### src/rtl/pwm_ramp_ctrl_pkg.sv
// pwm_ramp_ctrl_pkg: address map, ramp register offsets, FSM encoding.
// Shared by pwm_ramp_ctrl and pwm_ramp_timer.
package pwm_ramp_ctrl_pkg;

   localparam logic [31:0] DEF_A_BASE    = 32'h6000_0000;
   localparam logic [31:0] DEF_B_BASE    = 32'h6010_0000;
   localparam logic [31:0] DEF_C_ADDR    = 32'h6004_0000;
   localparam logic [31:0] DEF_RAMP_BASE = 32'h6020_0000;

   localparam logic [31:0] RAMP_CTRL_OFS = 32'h0;
   localparam logic [31:0] RAMP_STEP_OFS = 32'h4;
   localparam logic [31:0] RAMP_INTV_OFS = 32'h8;
   localparam logic [31:0] RAMP_LIM_OFS  = 32'hC;

   typedef enum logic [1:0] {
      ST_IDLE  = 2'd0,
      ST_WAIT  = 2'd1,
      ST_ISSUE = 2'd2
   } ramp_st_e;

   // Channel stride of 0x1_0000 expressed as a shift.
   function automatic logic [31:0] ch_ofs(input logic [1:0] ch);
      return {14'd0, ch, 16'd0};
   endfunction

   // First enabled channel after ch, wrapping; ch itself if none.
   function automatic logic [1:0] next_ch(input logic [1:0] ch,
                                          input logic [3:0] en);
      logic [1:0] c;
      logic [1:0] r;
      logic       hit;
      r   = ch;
      hit = 1'b0;
      for (int i = 1; i < 4; i++) begin
         c = ch + 2'(i);
         if (!hit && en[c]) begin
            r   = c;
            hit = 1'b1;
         end
      end
      return r;
   endfunction

endpackage

### src/rtl/pwm_ramp_timer.sv
// pwm_ramp_timer: 32-bit interval counter with tick comparator.
// Ports: clk, rst, en, interval in; tick out (one cycle per period).
module pwm_ramp_timer
   import pwm_ramp_ctrl_pkg::*;
(
   input  logic        clk,
   input  logic        rst,
   input  logic        en,
   input  logic [31:0] interval,
   output logic        tick
);

   logic [31:0] cnt_q;
   logic [31:0] last;

   // INTERVAL of 0 behaves as 1. A shrunk INTERVAL below the
   // running count fires at once instead of wrapping 2^32.
   always_comb begin
      last = (interval == 32'd0) ? 32'd0 : interval - 32'd1;
      tick = en && (cnt_q >= last);
   end

   always_ff @(posedge clk) begin
      if (rst || !en) begin
         cnt_q <= 32'd0;
      end else if (tick) begin
         cnt_q <= 32'd0;
      end else begin
         cnt_q <= cnt_q + 32'd1;
      end
   end

endmodule

### src/rtl/pwm_ramp_ctrl.sv
// pwm_ramp_ctrl: forwards CPU PWM writes, ramps B duty registers.
// Ports: clk, rst, cpu_we/addr/data_i; pwm_we/addr/data_o, busy_o.
module pwm_ramp_ctrl
   import pwm_ramp_ctrl_pkg::*;
#(
   parameter logic [31:0] PWM_A_BASE = DEF_A_BASE,
   parameter logic [31:0] PWM_B_BASE = DEF_B_BASE,
   parameter logic [31:0] PWM_C_ADDR = DEF_C_ADDR,
   parameter logic [31:0] RAMP_BASE  = DEF_RAMP_BASE
) (
   input  logic        clk,
   input  logic        rst,
   input  logic        cpu_we_i,
   input  logic [31:0] cpu_addr_i,
   input  logic [31:0] cpu_data_i,
   output logic        pwm_we_o,
   output logic [31:0] pwm_addr_o,
   output logic [31:0] pwm_data_o,
   output logic        busy_o
);

   logic        in_pwm;
   logic        fwd;
   logic [3:0]  ctrl_q;
   logic [31:0] step_q;
   logic [31:0] intv_q;
   logic [31:0] lim_q;
   logic        active;
   logic        tick;
   logic [1:0]  ch_q;
   logic        ch_en;
   logic [31:0] duty_q [4];
   logic [3:0]  dir_q;
   logic [31:0] duty_cur;
   logic [32:0] sum;
   logic [31:0] duty_nx;
   logic        dir_nx;
   logic        eng_q;
   ramp_st_e    st_q;
   ramp_st_e    st_nx;
   logic        do_upd;
   logic        do_iss;
   logic        do_drop;
   logic        adv;

   // ---- address decode ----
   always_comb begin
      in_pwm = (cpu_addr_i == PWM_C_ADDR);
      for (int i = 0; i < 4; i++) begin
         if (cpu_addr_i == PWM_A_BASE + ch_ofs(2'(i)))
            in_pwm = 1'b1;
         if (cpu_addr_i == PWM_B_BASE + ch_ofs(2'(i)))
            in_pwm = 1'b1;
      end
   end

   assign fwd    = cpu_we_i & in_pwm;
   assign active = |ctrl_q;
   assign ch_en  = ctrl_q[ch_q];

   // ---- ramp registers ----
   always_ff @(posedge clk) begin
      if (rst) begin
         ctrl_q <= 4'd0;
         step_q <= 32'd0;
         intv_q <= 32'd0;
         lim_q  <= 32'd0;
      end else if (cpu_we_i) begin
         unique case (1'b1)
            cpu_addr_i == RAMP_BASE + RAMP_CTRL_OFS:
               ctrl_q <= cpu_data_i[3:0];
            cpu_addr_i == RAMP_BASE + RAMP_STEP_OFS:
               step_q <= cpu_data_i;
            cpu_addr_i == RAMP_BASE + RAMP_INTV_OFS:
               intv_q <= cpu_data_i;
            cpu_addr_i == RAMP_BASE + RAMP_LIM_OFS:
               lim_q  <= cpu_data_i;
            default: ;
         endcase
      end
   end

   pwm_ramp_timer u_timer (
      .clk      (clk),
      .rst      (rst),
      .en       (active),
      .interval (intv_q),
      .tick     (tick)
   );

   // ---- FSM: state register ----
   always_ff @(posedge clk) begin
      if (rst) st_q <= ST_IDLE;
      else     st_q <= st_nx;
   end

   // ---- FSM: next state ----
   always_comb begin
      st_nx = st_q;
      unique case (st_q)
         ST_IDLE: begin
            if (active) st_nx = ST_WAIT;
         end
         ST_WAIT: begin
            if (!active)             st_nx = ST_IDLE;
            else if (ch_en && tick)  st_nx = ST_ISSUE;
         end
         ST_ISSUE: begin
            if (!active)             st_nx = ST_IDLE;
            else if (!ch_en || !fwd) st_nx = ST_WAIT;
         end
         default: st_nx = ST_IDLE;
      endcase
   end

   // ---- FSM: outputs ----
   // do_drop: current channel lost its enable with an update
   // pending, so skip it and move on.
   always_comb begin
      do_upd  = (st_q == ST_WAIT) && active && ch_en && tick;
      do_iss  = (st_q == ST_ISSUE) && active && ch_en && !fwd;
      do_drop = ((st_q == ST_WAIT) || (st_q == ST_ISSUE))
                && active && !ch_en;
      adv     = do_iss || do_drop;
      busy_o  = (st_q == ST_ISSUE) || eng_q;
   end

   // ---- duty step ----
   always_comb begin
      duty_cur = duty_q[ch_q];
      sum      = {1'b0, duty_cur} + {1'b0, step_q};
      duty_nx  = duty_cur;
      dir_nx   = dir_q[ch_q];
      if (!dir_q[ch_q]) begin
         if (sum >= {1'b0, lim_q}) begin
            duty_nx = lim_q;
            dir_nx  = 1'b1;
         end else begin
            duty_nx = sum[31:0];
            dir_nx  = 1'b0;
         end
      end else begin
         if (duty_cur <= step_q) begin
            duty_nx = 32'd0;
            dir_nx  = 1'b0;
         end else begin
            duty_nx = duty_cur - step_q;
            dir_nx  = 1'b1;
         end
      end
   end

   // Disabled channels are held at duty 0, direction up.
   always_ff @(posedge clk) begin
      if (rst) begin
         for (int i = 0; i < 4; i++) duty_q[i] <= 32'd0;
         dir_q <= 4'd0;
         ch_q  <= 2'd0;
      end else begin
         for (int i = 0; i < 4; i++) begin
            if (!ctrl_q[i]) begin
               duty_q[i] <= 32'd0;
               dir_q[i]  <= 1'b0;
            end
         end
         if (do_upd) begin
            duty_q[ch_q] <= duty_nx;
            dir_q[ch_q]  <= dir_nx;
         end
         if (adv) ch_q <= next_ch(ch_q, ctrl_q);
      end
   end

   // ---- PWM write port: CPU forward wins over engine ----
   always_ff @(posedge clk) begin
      if (rst) begin
         pwm_we_o   <= 1'b0;
         pwm_addr_o <= 32'd0;
         pwm_data_o <= 32'd0;
         eng_q      <= 1'b0;
      end else if (fwd) begin
         pwm_we_o   <= 1'b1;
         pwm_addr_o <= cpu_addr_i;
         pwm_data_o <= cpu_data_i;
         eng_q      <= 1'b0;
      end else if (do_iss) begin
         pwm_we_o   <= 1'b1;
         pwm_addr_o <= PWM_B_BASE + ch_ofs(ch_q);
         pwm_data_o <= duty_cur;
         eng_q      <= 1'b1;
      end else begin
         pwm_we_o   <= 1'b0;
         pwm_addr_o <= 32'd0;
         pwm_data_o <= 32'd0;
         eng_q      <= 1'b0;
      end
   end

endmodule
### config.mk
export PLATFORM = sky130hd
export DESIGN_NAME = pwm_ramp_ctrl
export DESIGN_NICKNAME = d
export VERILOG_FILES = /design/src/rtl/pwm_ramp_ctrl_pkg.sv /design/src/rtl/pwm_ramp_timer.sv /design/src/rtl/pwm_ramp_ctrl.sv
export SDC_FILE = /design/constraint.sdc
export NUM_CORES = 1
export LEC_CHECK = 0
export ABC_AREA = 1
export CAP_MARGIN = 30
export CORE_ASPECT_RATIO = 0.7
export CORE_UTILIZATION = 35
export CTS_BUF_LIST = sky130_fd_sc_hd__clkbuf_16
export CTS_CLUSTER_SIZE = 12
export DETAILED_ROUTE_END_ITERATION = 7
export PLACE_DENSITY_LB_ADDON = 0.05
export SYNTH_ARGS = -nofsm -noshare
export SYNTH_HDL_FRONTEND = slang
export SYNTH_SLANG_ARGS = --single-unit
### constraint.sdc
create_clock -name clk -period 5.02 [get_ports clk]
set_clock_uncertainty 0.1 [all_clocks]
set_input_delay 1.004 -clock clk [delete_from_list [all_inputs] [get_ports clk]]
set_output_delay 1.004 -clock clk [all_outputs]
set_load 0.02 [all_outputs]
Word level (Yosys, flattened, before mapping)
Memories as Yosys holds them, arrays and structs flattened. A register that Yosys moved wholly into a read port is not among the register bits.
Index checks and enable logic that the tools add are counted.
Widths: inputs -> output; s select.
Operators by class
  multiplexer cells: 81
  equal/unequal tests: 18
  magnitude comparators: 8
  bitwise gates (word level): 5
  reductions and logical operators: 35
  add/subtract/negate cells: 8
Operator list (count)
  $eq 32x31->1 const B: 13
  $mux 32: 12
  $mux 1: 50
  $add 32x32->33: 1
  $ge 33x32->1: 1
  $add 31x18->32 const A: 1
  $add 32x1->32 const B: 1
  $ge 32x32->1: 1
  $le 32x32->1: 1
  $logic_not 32->1: 1
  $sub 32x1->32 const B: 1
  $sub 32x32->32: 1
  $mux 2: 10
  $logic_and 1x1->1: 13
  $lt 2x3->1 const B: 4
  $bmux 1 s2: 5
  $reduce_and 2->1: 5
  $ne 3x3->1 const B: 2
  $pmux 2 s3: 1
  $logic_not 1->1: 5
  $logic_or 1x1->1: 5
  $add 2x2->2 const B: 2
  $bwmux 4: 1
  $mux 4: 1
  13 further kinds: 17
Storage, ports and cells
  bits of input ports: 67
  register bits after elaboration: 206
  word-level logic and storage cells: 168
  output and inout port bits: 66
  RAM bits: 128
  memories kept: 1
Memories
  duty_q: words 4, width 32, rd ports 1, clocked after memory_dff 1, wr ports 5, line pwm_ramp_ctrl.sv:32  | logic [31:0] duty_q [4];

Longest topological paths before layout
Gate-level depths: netlist (run 1).
  depth in word-level cells: 26
  gate-level depth with buffers: 36
  mapped depth without buffers: 33

Modules after synthesis
From an unflattened synthesis (run 1), not the netlist that was laid out.
Unflattened totals
  cell total of the unflattened synthesis: 2788
  area, all modules: 21115.3 sq um
Modules (own cells, without submodules)
  pwm_ramp_ctrl: seq. area each 7367.1 sq um, times used 1, area each 17634.4 sq um, cells an instance 2216
  pwm_ramp_timer: seq. area each 640.6 sq um, times used 1, area each 3480.8 sq um, cells an instance 572

Least setup slack after synthesis (run 1)
No wires, ideal clock.
  path kind: register -> register
  start point: reg with a tool-made name
  end point: mem duty_q[0][10], data pin
  setup slack: 0.569 ns
  cell stages (with the launch flop): 36
  arrival: 4.224 ns
  library setup time: 0.127 ns
  required time: 4.793 ns
  clock period less this slack: 4.451 ns
  cell sequence: dfxtp_1 clkbuf_1 clkbuf_1 o21ai_0 o22ai_1 ha_1 buf_2 inv_1 nand2_1 nor2_1 inv_1 nor3b_1 nand2_1 nand3_1 xor2_1 ha_1 nand2_1 inv_1 nand2_1 nand2_1 nand2_1 nand2_1 nor2_1 nand2_1 nand2_1 nand2_1 nand2_1 nand2_1 nand2_1 nand2_1 nand2_1 clkbuf_1 nand4_1 nand3_2 nand2_1 inv_1
RTL lines (line)
  end, declared: pwm_ramp_ctrl.sv:32

==> impl_metrics.env, run 1 <==
export IMPL_status="finished clean"
export IMPL_start_kind="register"
export IMPL_antenna_found_initial=0
export IMPL_hpwlAfterDp_um=59900
export IMPL_rows=74
export IMPL_tns_ns=0
export IMPL_grt_max_degree=75
export IMPL_hp_class="reg -> reg"
export IMPL_drc=0
export IMPL_fin_crit_sh_pct=96.0
export IMPL_worstSetupEndpointType="register"
export IMPL_layout_drive_gt1_share_pct=22.5
export IMPL_setup_viol=0
export IMPL_cts_inserted_buffers=38
export IMPL_synthFlopType="dfxtp_1"
export IMPL_dr_pass1_iters=7
export IMPL_ant_nets=0
export IMPL_ys_ff_latch=336
export IMPL_fmax_mhz=207
export IMPL_critPathKind="reg -> reg"
export IMPL_fillers=5843
export IMPL_avgSynthCellArea_um2=7.54
export IMPL_dp_slack_ns=-0.356
export IMPL_fin_area_mm2=0.0285
export IMPL_die_area_mm2=0.0613
export IMPL_wl_per_cell_um=19.3
export IMPL_die_width_um=296
export IMPL_syn_inst=2798
export IMPL_num_vias=20200
export IMPL_cts_sinks=336
export IMPL_start_util_pct=35.8
export IMPL_io_buffers=132
export IMPL_yosys_warnings=0
export IMPL_cts_hold_buffers_added=0
export IMPL_grt_pass1_vias=19100
export IMPL_arrival_ns=5.04
export IMPL_layout_area_overhead_vs_synth_pct=34.8
export IMPL_synth_edf_count=128
export IMPL_nets=3442
export IMPL_grt_overflow_total=0
export IMPL_drv_cap=0
export IMPL_routed_wl_um=78400
export IMPL_cpPeakStageDelay_ns=0.38
export IMPL_drt_initial_drc_count=1643
export IMPL_netlist_area_mm2=0.0211
export IMPL_final_common_cell="nand2_1"
export IMPL_crit_path_max_fanout=18
export IMPL_clk_latency_ns=0.57
export IMPL_die_h_um=207
export IMPL_fin_crit_ns=4.82
export IMPL_final_hold_viol_count=0
export IMPL_grt_pass1_wl_um=114000
export IMPL_multiInputGateArea_mm2=0.0121
export IMPL_cp_slowest_cell="dfxtp_4"
export IMPL_rsz0062_at_grt="yes"
export IMPL_clk_pin_slew_worst_paths_ns=0.06
export IMPL_io_pins=133
export IMPL_final_cell_mix="nand2_1 (482), inv_1 (411), nor2_1 (368)"
export IMPL_antenna_cells=0
export IMPL_ctsRootBufferMaster="clkbuf_16"
export IMPL_placed_area_mm2=0.0256
export IMPL_cp_common_cell="nand2_1"
export IMPL_cts_tree="yes"
export IMPL_power_per_cell_area_mw_per_mm2=199
export IMPL_async_flop_share_pct=0
export IMPL_cts_htree_levels=2
export IMPL_p_leak_nw=13.9
export IMPL_seq_area_frac_synth_pct=37.9
export IMPL_fin_ws_ns=0.199
export IMPL_coreArea_mm2=0.0590
export IMPL_clockBufferDepth=3
export IMPL_tightest_slew_ns=0.890
export IMPL_critPathRequiredTime_ns=5.24
export IMPL_slew_headroom_pct=40.6
export IMPL_gp_congestion=0.991
export IMPL_maxSlewViolCount=0
export IMPL_synth_cell_types=58
export IMPL_area_sequential_mm2=0.00802
export IMPL_drt_vias_per_instance=4.99
export IMPL_grt_use_total_pct=24.3
export IMPL_vdd_drop_max_uv=230
[cell families after synthesis]
| kind of cell | synth area share [%] |
|---|---|
| compound gates | 13.6 |
| flops | 37.9 |
| buf+inv | 10.3 |
| simple gates | 27.0 |
| other cells | 0.0178 |
| xor+xnor | 2.61 |
| mux | 0.0474 |
| fa+ha+maj | 8.49 |
[worst paths after layout]
path,slack (ns),endpoint,cells past startpoint,from
setup / recovery,0.20,duty_q[2][3],30,register
hold / removal,0.36,u_timer.cnt_q[0],1,u_timer.cnt_q[0]
hold reg to reg,0.36,u_timer.cnt_q[0],1,u_timer.cnt_q[0]
setup reg to reg,0.20,duty_q[2][3],30,register
[worst max-delay path: cells and delay by family, from the launching register on]
family / cells / cell delay [ns]
adder cells (fa/ha/maj): 2 / 0.54
AO/OA/AOI/OAI: 4 / 0.60
flip-flops: 1 / 0.38
buffers and inverters: 9 / 1.19
AND/OR/NAND/NOR: 15 / 1.76
[routing by layer]
metal	part of all wire, %	routed length, um	global-route usage [%]	vias to the layer above
met2	42	33100	36.8	594
met3	6.8	5330	4.06	90
li1	-	-	-	10100
met1	49	38300	35.7	9483
met5	0	0	0	-
met4	2.1	1670	6.02	0
[through the flow]
stage               std cells  utilization, %  hold WS, ns  power (mW)
floorplan                2823               -        0.329        3.00
global placement         3944            43.4        0.346        3.11
detailed placement       3944            43.4        0.358        3.11
CTS                      4012            45.4        0.371        5.75
global route             4059            48.2        0.401        5.87
finish                   4059            48.2        0.365        5.66
[synth_stat cells (3+ instances only)]
cell / number / area [um^2]
xnor2_1: 7 / 61.3
nor3b_1: 9 / 67.6
a21oi_1: 112 / 561
o21ai_0: 154 / 771
ha_1: 140 / 1750
o21ai_1: 9 / 45.0
a21o_1: 7 / 52.6
nor4_1: 20 / 125
buf_2: 51 / 255
inv_2: 18 / 67.6
inv_1: 411 / 1540
clkbuf_1: 54 / 203
a211oi_1: 78 / 586
or2_1: 3 / 18.8
or2_2: 15 / 93.8
xor2_1: 56 / 490
nand2_2: 10 / 62.6
a31oi_1: 6 / 37.5
nand3_2: 61 / 611
nand4_1: 55 / 344
o211ai_1: 5 / 37.5
o22ai_1: 32 / 200
o21bai_1: 10 / 75.1
a211oi_2: 27 / 338
nand3_1: 106 / 531
buf_6: 8 / 90.1
nand3b_1: 4 / 30.0
a21boi_0: 7 / 52.6
nor3_1: 40 / 200
nor3_2: 5 / 50.1
o21a_1: 4 / 30.0
nor2_1: 400 / 1500
edfxtp_1: 128 / 3840
nand2_1: 509 / 1910
dfxtp_1: 208 / 4160
[cell type report]
class / count / share of cell area (%)
Multi-Input combinational cell: 1942 / 42.6
Timing Repair Buffer: 485 / 16.0
Inverter: 430 / 5.73
Clock inverter: 30 / 0.607
Tap cell: 798 / 3.51
Sequential cell: 336 / 28.2
Clock buffer: 38 / 3.34
[report_power, final]
| group | switching [mW] | internal [mW] | leakage (nW) |
|---|---|---|---|
| Sequential | 0.00988 | 2.83 | 3.27 |
| Combinational | 0.122 | 0.0999 | 10.1 |
| Clock | 1.17 | 1.43 | 0.591 |
[state kept, by name, indices dropped and copies added, names as in the netlist, named ones only]
signal         count
ch_q               2
ctrl_q             4
dir_q              4
duty_q           128
eng_q              1
intv_q            32
lim_q             32
pwm_addr_o        32
pwm_data_o        32
pwm_we_o           1
st_q               2
step_q            32
u_timer.cnt_q     32
[what timing repair did]
| action | in CTS | in global routing |
|---|---|---|
| gates resized for setup | 20 | 252 |
| pin swaps | 0 | 65 |
| cloned | 0 | 13 |
| setup buffers | 0 | 34 |
| setup endpoints to repair | 260 | 260 |
| hold endpoints to repair | 0 | 0 |
(Power assumes the default switching activity.)
==> run 2: changes to the inputs <==
--- a/config.mk
+++ b/config.mk
@@ -12,7 +12,7 @@
 export CTS_BUF_LIST = sky130_fd_sc_hd__clkbuf_16
 export CTS_CLUSTER_SIZE = 12
 export DETAILED_ROUTE_END_ITERATION = 7
-export PLACE_DENSITY_LB_ADDON = 0.05
+export PLACE_DENSITY = 0.49
 export SYNTH_ARGS = -nofsm -noshare
 export SYNTH_HDL_FRONTEND = slang
 export SYNTH_SLANG_ARGS = --single-unit
==> run 2 against run 1 <==
- sequential power about the same
- total power up 0.26%
- largest power group unchanged
- combinational power about the same
- largest cell class unchanged
- critical endpoint is now duty_q[3][22]
- flip-flop and latch count unchanged
- highest routed layer unchanged
- core utilization down 1.0 points
- critical path depth down 4
==> impl_metrics.env, run 2 (synthesis results as in run 1) <==
export IMPL_status="finished clean"
export IMPL_ctsRootBufferMaster="clkbuf_16"
export IMPL_grt_pass1_wl_um=117000
export IMPL_ant_nets=0
export IMPL_clk_pin_slew_worst_paths_ns=0.06
export IMPL_cts_tree="yes"
export IMPL_fin_crit_ns=4.84
export IMPL_start_kind="register"
export IMPL_gp_congestion=0.987
export IMPL_num_vias=20100
export IMPL_regMostFlops="duty_q"
export IMPL_nets=3386
export IMPL_start_util_pct=35.8
export IMPL_die_h_um=207
export IMPL_rows=74
export IMPL_grt_pass1_vias=19300
export IMPL_vdd_drop_max_uv=181
export IMPL_power_per_cell_area_mw_per_mm2=204
export IMPL_antenna_found_initial=1
export IMPL_slew_headroom_pct=40.8
export IMPL_drc=0
export IMPL_final_hold_viol_count=0
export IMPL_clockBufferDepth=3
export IMPL_maxSlewViolCount=0
export IMPL_cts_htree_levels=2
export IMPL_multiInputGateArea_mm2=0.0120
export IMPL_fin_crit_sh_pct=96.4
export IMPL_critPathRequiredTime_ns=5.24
export IMPL_hp_class="reg -> reg"
export IMPL_dr_pass1_iters=6
export IMPL_layout_drive_gt1_share_pct=20.5
export IMPL_tightest_slew_ns=0.881
export IMPL_final_common_cell="nand2_1"
export IMPL_final_core_util_pct=47.2
export IMPL_critPathKind="reg -> reg"
export IMPL_drv_cap=0
export IMPL_largest_reg_flops=128
export IMPL_routed_wl_um=79700
export IMPL_grt_max_degree=65
export IMPL_drt_initial_drc_count=1708
export IMPL_layout_area_overhead_vs_synth_pct=31.9
export IMPL_wl_per_cell_um=19.9
export IMPL_antenna_cells=0
export IMPL_fillers=5955
export IMPL_grt_overflow_total=0
export IMPL_fin_area_mm2=0.0278
export IMPL_setup_viol=0
export IMPL_io_pins=133
export IMPL_crit_path_max_fanout=17
export IMPL_placed_area_mm2=0.0252
export IMPL_cts_sinks=336
export IMPL_drt_vias_per_instance=5.01
export IMPL_die_width_um=296
export IMPL_arrival_ns=5.06
export IMPL_worstSetupEndpointType="register"
export IMPL_die_area_mm2=0.0613
export IMPL_coreArea_mm2=0.0590
export IMPL_cts_inserted_buffers=39
export IMPL_p_leak_nw=13.6
export IMPL_cts_hold_buffers_added=0
export IMPL_io_buffers=132
export IMPL_clk_latency_ns=0.58
export IMPL_area_sequential_mm2=0.00801
export IMPL_fmax_mhz=207
export IMPL_hpwlAfterDp_um=59600
export IMPL_final_cell_mix="nand2_1 (488), inv_1 (409), nor2_1 (372)"
export IMPL_grt_use_total_pct=24.9
## run 2: changes by cell type in the layout (fill, tap and decap cells not counted), sizes merged
cell and delta:
clkinvlp +1, clkinv +2, nor2 +2, bufinv -1, inv -2, buf -61, clkbuf +3
## run 2: final cells by class
class	instances	area share [%]
multi-input cells	1944	43.3
well taps	798	3.59
clock buffers	39	3.51
clock inverters	30	0.539
flip-flops and latches	336	28.8
repair buffers	426	14.5
inverters	430	5.86
## run 2: timing repair
item,CTS,global route
gates resized for setup,13,232
pin swaps,2,46
setup endpoints to repair,132,260
endpoints found under the hold margin,0,0
buffers inserted,1,13
cloned,1,18
## run 2: worst max-delay path, stage by stage (launching register included)
cell	delay (ns)
dfxtp_4	0.49
inv_8	0.09
clkbuf_16	0.19
nor2_1	0.09
o22ai_1	0.09
buf_4	0.17
ha_4	0.29
inv_1	0.06
a21oi_2	0.20
buf_4	0.15
nand2_4	0.07
a21oi_2	0.16
nand2_4	0.12
xor2_2	0.17
ha_1	0.28
nand2_1	0.08
nor2_2	0.15
nand4_1	0.22
nor4_2	0.30
nand3_1	0.17
o21bai_4	0.23
buf_6	0.17
nor2_4	0.09
nand4_1	0.14
nand3_2	0.13
nand2_1	0.10
inv_1	0.04
## run 2: final timing paths
path | slack, ns | end | depth (start not counted) | start
max reg2reg | 0.18 | duty_q[3][22] | 26 | register
max | 0.18 | duty_q[3][22] | 26 | register
min | 0.37 | u_timer.cnt_q[0] | 1 | u_timer.cnt_q[0]
min reg2reg | 0.37 | u_timer.cnt_q[0] | 1 | u_timer.cnt_q[0]
## run 2: per-layer routing
metal  wire (um)  GRT usage, %  vias to the layer above  share of wire, %
met5           0             0                        -                 0
met4        1370          5.02                        0               1.7
met3        6830          5.09                       81               8.6
met2       32900          37.4                      661                41
met1       38600          36.5                     9349                48
li1            -             -                     9961                 -
## run 2: power by group
group,switching [mW],leakage (nW),internal (mW)
combinational,0.122,9.76,0.0971
sequential,0.00927,3.27,2.83
clock,1.20,0.585,1.42
## run 2: stage by stage
| stage | std cells | setup WS [ns] | hold WS [ns] | power, mW | TNS, ns |
|---|---|---|---|---|---|
| finish | 4003 | 0.180 | 0.367 | 5.68 | 0 |
| global route | 4003 | -0.135 | 0.393 | 5.89 | -11.02 |
| CTS | 3972 | 0.0137 | 0.385 | 5.75 | 0 |
| detailed placement | 3901 | -0.401 | 0.372 | 3.11 | -41.52 |
| global placement | 3901 | -0.369 | 0.342 | 3.11 | -36.45 |
| floorplan | 2823 | 0.569 | 0.329 | 3.00 | 0 |
==> run 3: changes to the inputs <==
--- a/config.mk
+++ b/config.mk
@@ -5,9 +5,9 @@
 export SDC_FILE = /design/constraint.sdc
 export NUM_CORES = 1
 export LEC_CHECK = 0
-export ABC_AREA = 1
 export CAP_MARGIN = 30
 export CORE_ASPECT_RATIO = 0.7
+export CORE_MARGIN = 5
 export CORE_UTILIZATION = 35
 export CTS_BUF_LIST = sky130_fd_sc_hd__clkbuf_16
 export CTS_CLUSTER_SIZE = 12
@@ -15,4 +15,5 @@
 export PLACE_DENSITY = 0.49
 export SYNTH_ARGS = -nofsm -noshare
 export SYNTH_HDL_FRONTEND = slang
+export SYNTH_HIERARCHICAL = 1
 export SYNTH_SLANG_ARGS = --single-unit
==> run 3 against run 2 <==
- the run now ends with setup timing left
- count of clock-buffer cells in the layout up 1
- cell count down 15%
- critical path type unchanged
- sequential share of layout area up 1.4 points
- clock power up 3%
- critical endpoint is now duty_q[0][18]
- via count down 8.0%
- largest power group unchanged
- critical path depth down 6
==> impl_metrics.env, run 3 <==
export IMPL_sw_frac_of_total_pct=22.5
export IMPL_pwr_share_clk_pct=47.8
export IMPL_nets=2832
export IMPL_r2r_slack_ns=-0.92
export IMPL_fin_area_mm2=0.0266
export IMPL_drt_initial_drc_count=1411
export IMPL_grt_max_degree=76
export IMPL_fin_ws_ns=-0.916
export IMPL_hpwlAfterDp_um=55700
export IMPL_combPwrFrac_pct=2.4
export IMPL_antenna_found_initial=1
export IMPL_worstSetupEndpointType="register"
export IMPL_p_switching_mw=1.28
export IMPL_hold_ws_ns=0.353
export IMPL_synth_cell_types=97
export IMPL_cp_slowest_cell="mux4_2"
export IMPL_fmax_mhz=168
export IMPL_routed_wl_um=72600
export IMPL_seq_area_frac_synth_pct=40.5
export IMPL_worstReg2RegEnd="duty_q[0][18]"
export IMPL_netlist_area_mm2=0.0198
export IMPL_die_h_um=209
export IMPL_internal_power_mw=4.39
export IMPL_crit_path_max_fanout=11
export IMPL_grt_use_total_pct=22.8
export IMPL_synth_top_cell_by_area="dfxtp_1"
export IMPL_clockBufferDepth=3
export IMPL_cts_tree="yes"
export IMPL_layout_drive_gt1_share_pct=22.6
export IMPL_p_leak_nw=10.5
export IMPL_wl_per_cell_um=21.4
export IMPL_placed_area_mm2=0.0244
export IMPL_min_path_cells=2
export IMPL_synth_edf_count=128
export IMPL_drv_cap=0
export IMPL_rows=72
export IMPL_cts_inserted_buffers=39
export IMPL_regMostFlops="duty_q"
export IMPL_slew_headroom_pct=37.6
export IMPL_avgSynthCellArea_um2=9.04
export IMPL_status="finished with violations"
export IMPL_dr_pass1_iters=5
export IMPL_p_seq_share_pct=49.8
export IMPL_die_area_mm2=0.0614
export IMPL_synthFlopType="dfxtp_1"
export IMPL_r2r_cells=20
export IMPL_io_pins=133
export IMPL_final_hold_viol_count=0
export IMPL_grt_pass1_vias=17800
export IMPL_fin_crit_ns=5.94
export IMPL_power_per_cell_area_mw_per_mm2=213
export IMPL_hp_class="reg -> reg"
export IMPL_grt_pass1_wl_um=109000
export IMPL_tightest_slew_ns=0.934
export IMPL_setup_viol=132
export IMPL_cts_htree_levels=2
export IMPL_io_buffers=132
export IMPL_gp_congestion=0.975
export IMPL_syn_inst=2186
export IMPL_clk_latency_ns=0.57
export IMPL_vdd_drop_max_uv=213
export IMPL_antenna_cells=0
export IMPL_cp_cell_sequence="buf_12 -> buf_6 -> mux4_2 -> ha_4 -> or4_4 -> o21ai_4 -> a31oi_4 -> or4_4 -> a2111o_1 -> o211ai_4 -> ha_4 -> nand4_1 -> nor2_1 -> a221o_1 -> o21a_1 -> a311o_1 -> nor2_4 -> buf_12 -> mux2_4 -> o2bb2ai_1"
export IMPL_maxSlewViolCount=0
export IMPL_arrival_ns=6.14
export IMPL_coreArea_mm2=0.0556
export IMPL_final_common_cell="buf_4"
export IMPL_fin_crit_sh_pct=118
export IMPL_hold_end="lim_q[1]"
export IMPL_critPathKind="reg -> reg"
export IMPL_start_util_pct=35.5
export IMPL_synth_top_cell_area_share_pct=21.1
export IMPL_ant_nets=0
export IMPL_ys_ff_latch=336
export IMPL_drc=0
export IMPL_clk_pin_slew_worst_paths_ns=0.06
export IMPL_synth_common_cells="nand2_1 (323), a21oi_1 (226), dfxtp_1 (208)"
export IMPL_synth_area_leaders="dfxtp_1 (21%), edfxtp_1 (19%), ha_1 (8.9%), nand2_1 (6.1%), a21oi_1 (5.7%)"
export IMPL_hp_start="lim_q[1]"
export IMPL_violations="setup timing"
export IMPL_synth_most_common_cell="nand2_1"
export IMPL_cpPeakStageDelay_ns=0.57
export IMPL_grt_overflow_total=0
export IMPL_async_flop_share_pct=0
export IMPL_largest_reg_flops=128
export IMPL_cts_hold_buffers_added=0
export IMPL_cts_sinks=336
export IMPL_drt_vias_per_instance=5.44
export IMPL_layout_area_overhead_vs_synth_pct=34.4
export IMPL_critPathRequiredTime_ns=5.22
export IMPL_rsz0062_at_grt="yes"
export IMPL_yosys_warnings=6
export IMPL_num_vias=18400
export IMPL_final_cell_mix="buf_4 (338), nand2_1 (323), dfxtp_1 (207)"
export IMPL_ctsRootBufferMaster="clkbuf_16"
export IMPL_die_width_um=294
export IMPL_start_kind="register"
## run 3: cell count changes after synthesis, moves of 33 or more
cell      change
nand2_1     -186
nor2_1      -269
a211oi_1     -61
o21ai_0     -109
xnor2_1      +49
o22ai_1      +44
nand3_2      -61
nand3_1      -72
inv_1       -298
mux4_2       +33
a21oi_1     +114
clkbuf_1     +37
a22o_1       +34
## run 3: final cells by class
cell class	instances	area (um^2)
Clock buffer	40	1000
Sequential cell	336	8010
Clock inverter	28	180
Tap cell	740	926
Fill cell	5338	29000
Timing Repair Buffer	497	4310
Multi-Input combinational cell	1634	11700
Inverter	115	432
## run 3: worst max-delay path, delay by kind of cell (launching register included)
family          cells  cell delay (ns)
compound gates      8             1.99
flops               1             0.40
buf+inv             3             0.42
fa+ha+maj           2             0.43
simple gates        5             1.40
mux                 2             0.90
## run 3: worst max path at each step
stage	depth (start not counted)	slack [ns]	to	startpoint
after floorplan	22	-0.58	duty_q[1][18]	register
after global placement	22	-1.23	duty_q[1][31]	register
after detailed placement	22	-1.14	duty_q[3][31]	register
after CTS	23	-0.82	duty_q[3][31]	register
after global routing	22	-1.07	duty_q[1][31]	register
final	20	-0.92	duty_q[0][18]	register
## run 3: routing by layer
layer	track usage (%)	vias up	share of wire (%)
met5	0	-	0.021
met4	4.38	2	1.5
met3	3.36	66	6.1
met2	36.1	533	45
met1	33.4	9057	47
li1	-	8780	-
## run 3: kinds of logic (layout without fill, tap and decap cells)
group | after synthesis | after routing | share of synthesized area (%)
AOI/OAI and AO/OA | 560 | 560 | 18.2
xor gates and xnor gates | 105 | 105 | 4.65
adders and majority gates | 143 | 143 | 9.12
buffers and inverters | 241 | 680 | 4.90
DFF | 336 | 336 | 40.5
muxes | 45 | 45 | 4.40
other | 1 | 26 | 0.0190
and+or+nand+nor | 755 | 755 | 18.2
## run 3: power by group through the flow
stage	Clock [mW]	Sequential, mW	Combinational, mW
after CTS	2.79	2.82	0.140
final	2.71	2.82	0.139
after floorplan	0	2.90	0.0235
after global placement	0	2.88	0.139
after global routing	2.90	2.82	0.147
after detailed placement	0	2.88	0.139
## run 3: stage by stage
step                      cells  worst slack (ns)  setup TNS, ns  util, %  power (mW)
after floorplan            2211            -0.583         -63.84        -        2.92
after global placement     3292             -1.23        -141.72     43.9        3.02
after detailed placement   3295             -1.14        -133.80     43.9        3.02
after CTS                  3380            -0.823         -93.82     47.0        5.75
after global routing       3390             -1.07        -123.58     47.8        5.87
final                      3390            -0.916        -103.62     47.8        5.67
## run 3: what timing repair did
item / CTS / global route
gates resized for setup: 67 / 67
buffers inserted: 16 / 10
setup endpoints to repair: 132 / 260
pin swaps: 28 / 28
gates cloned: 1 / 0
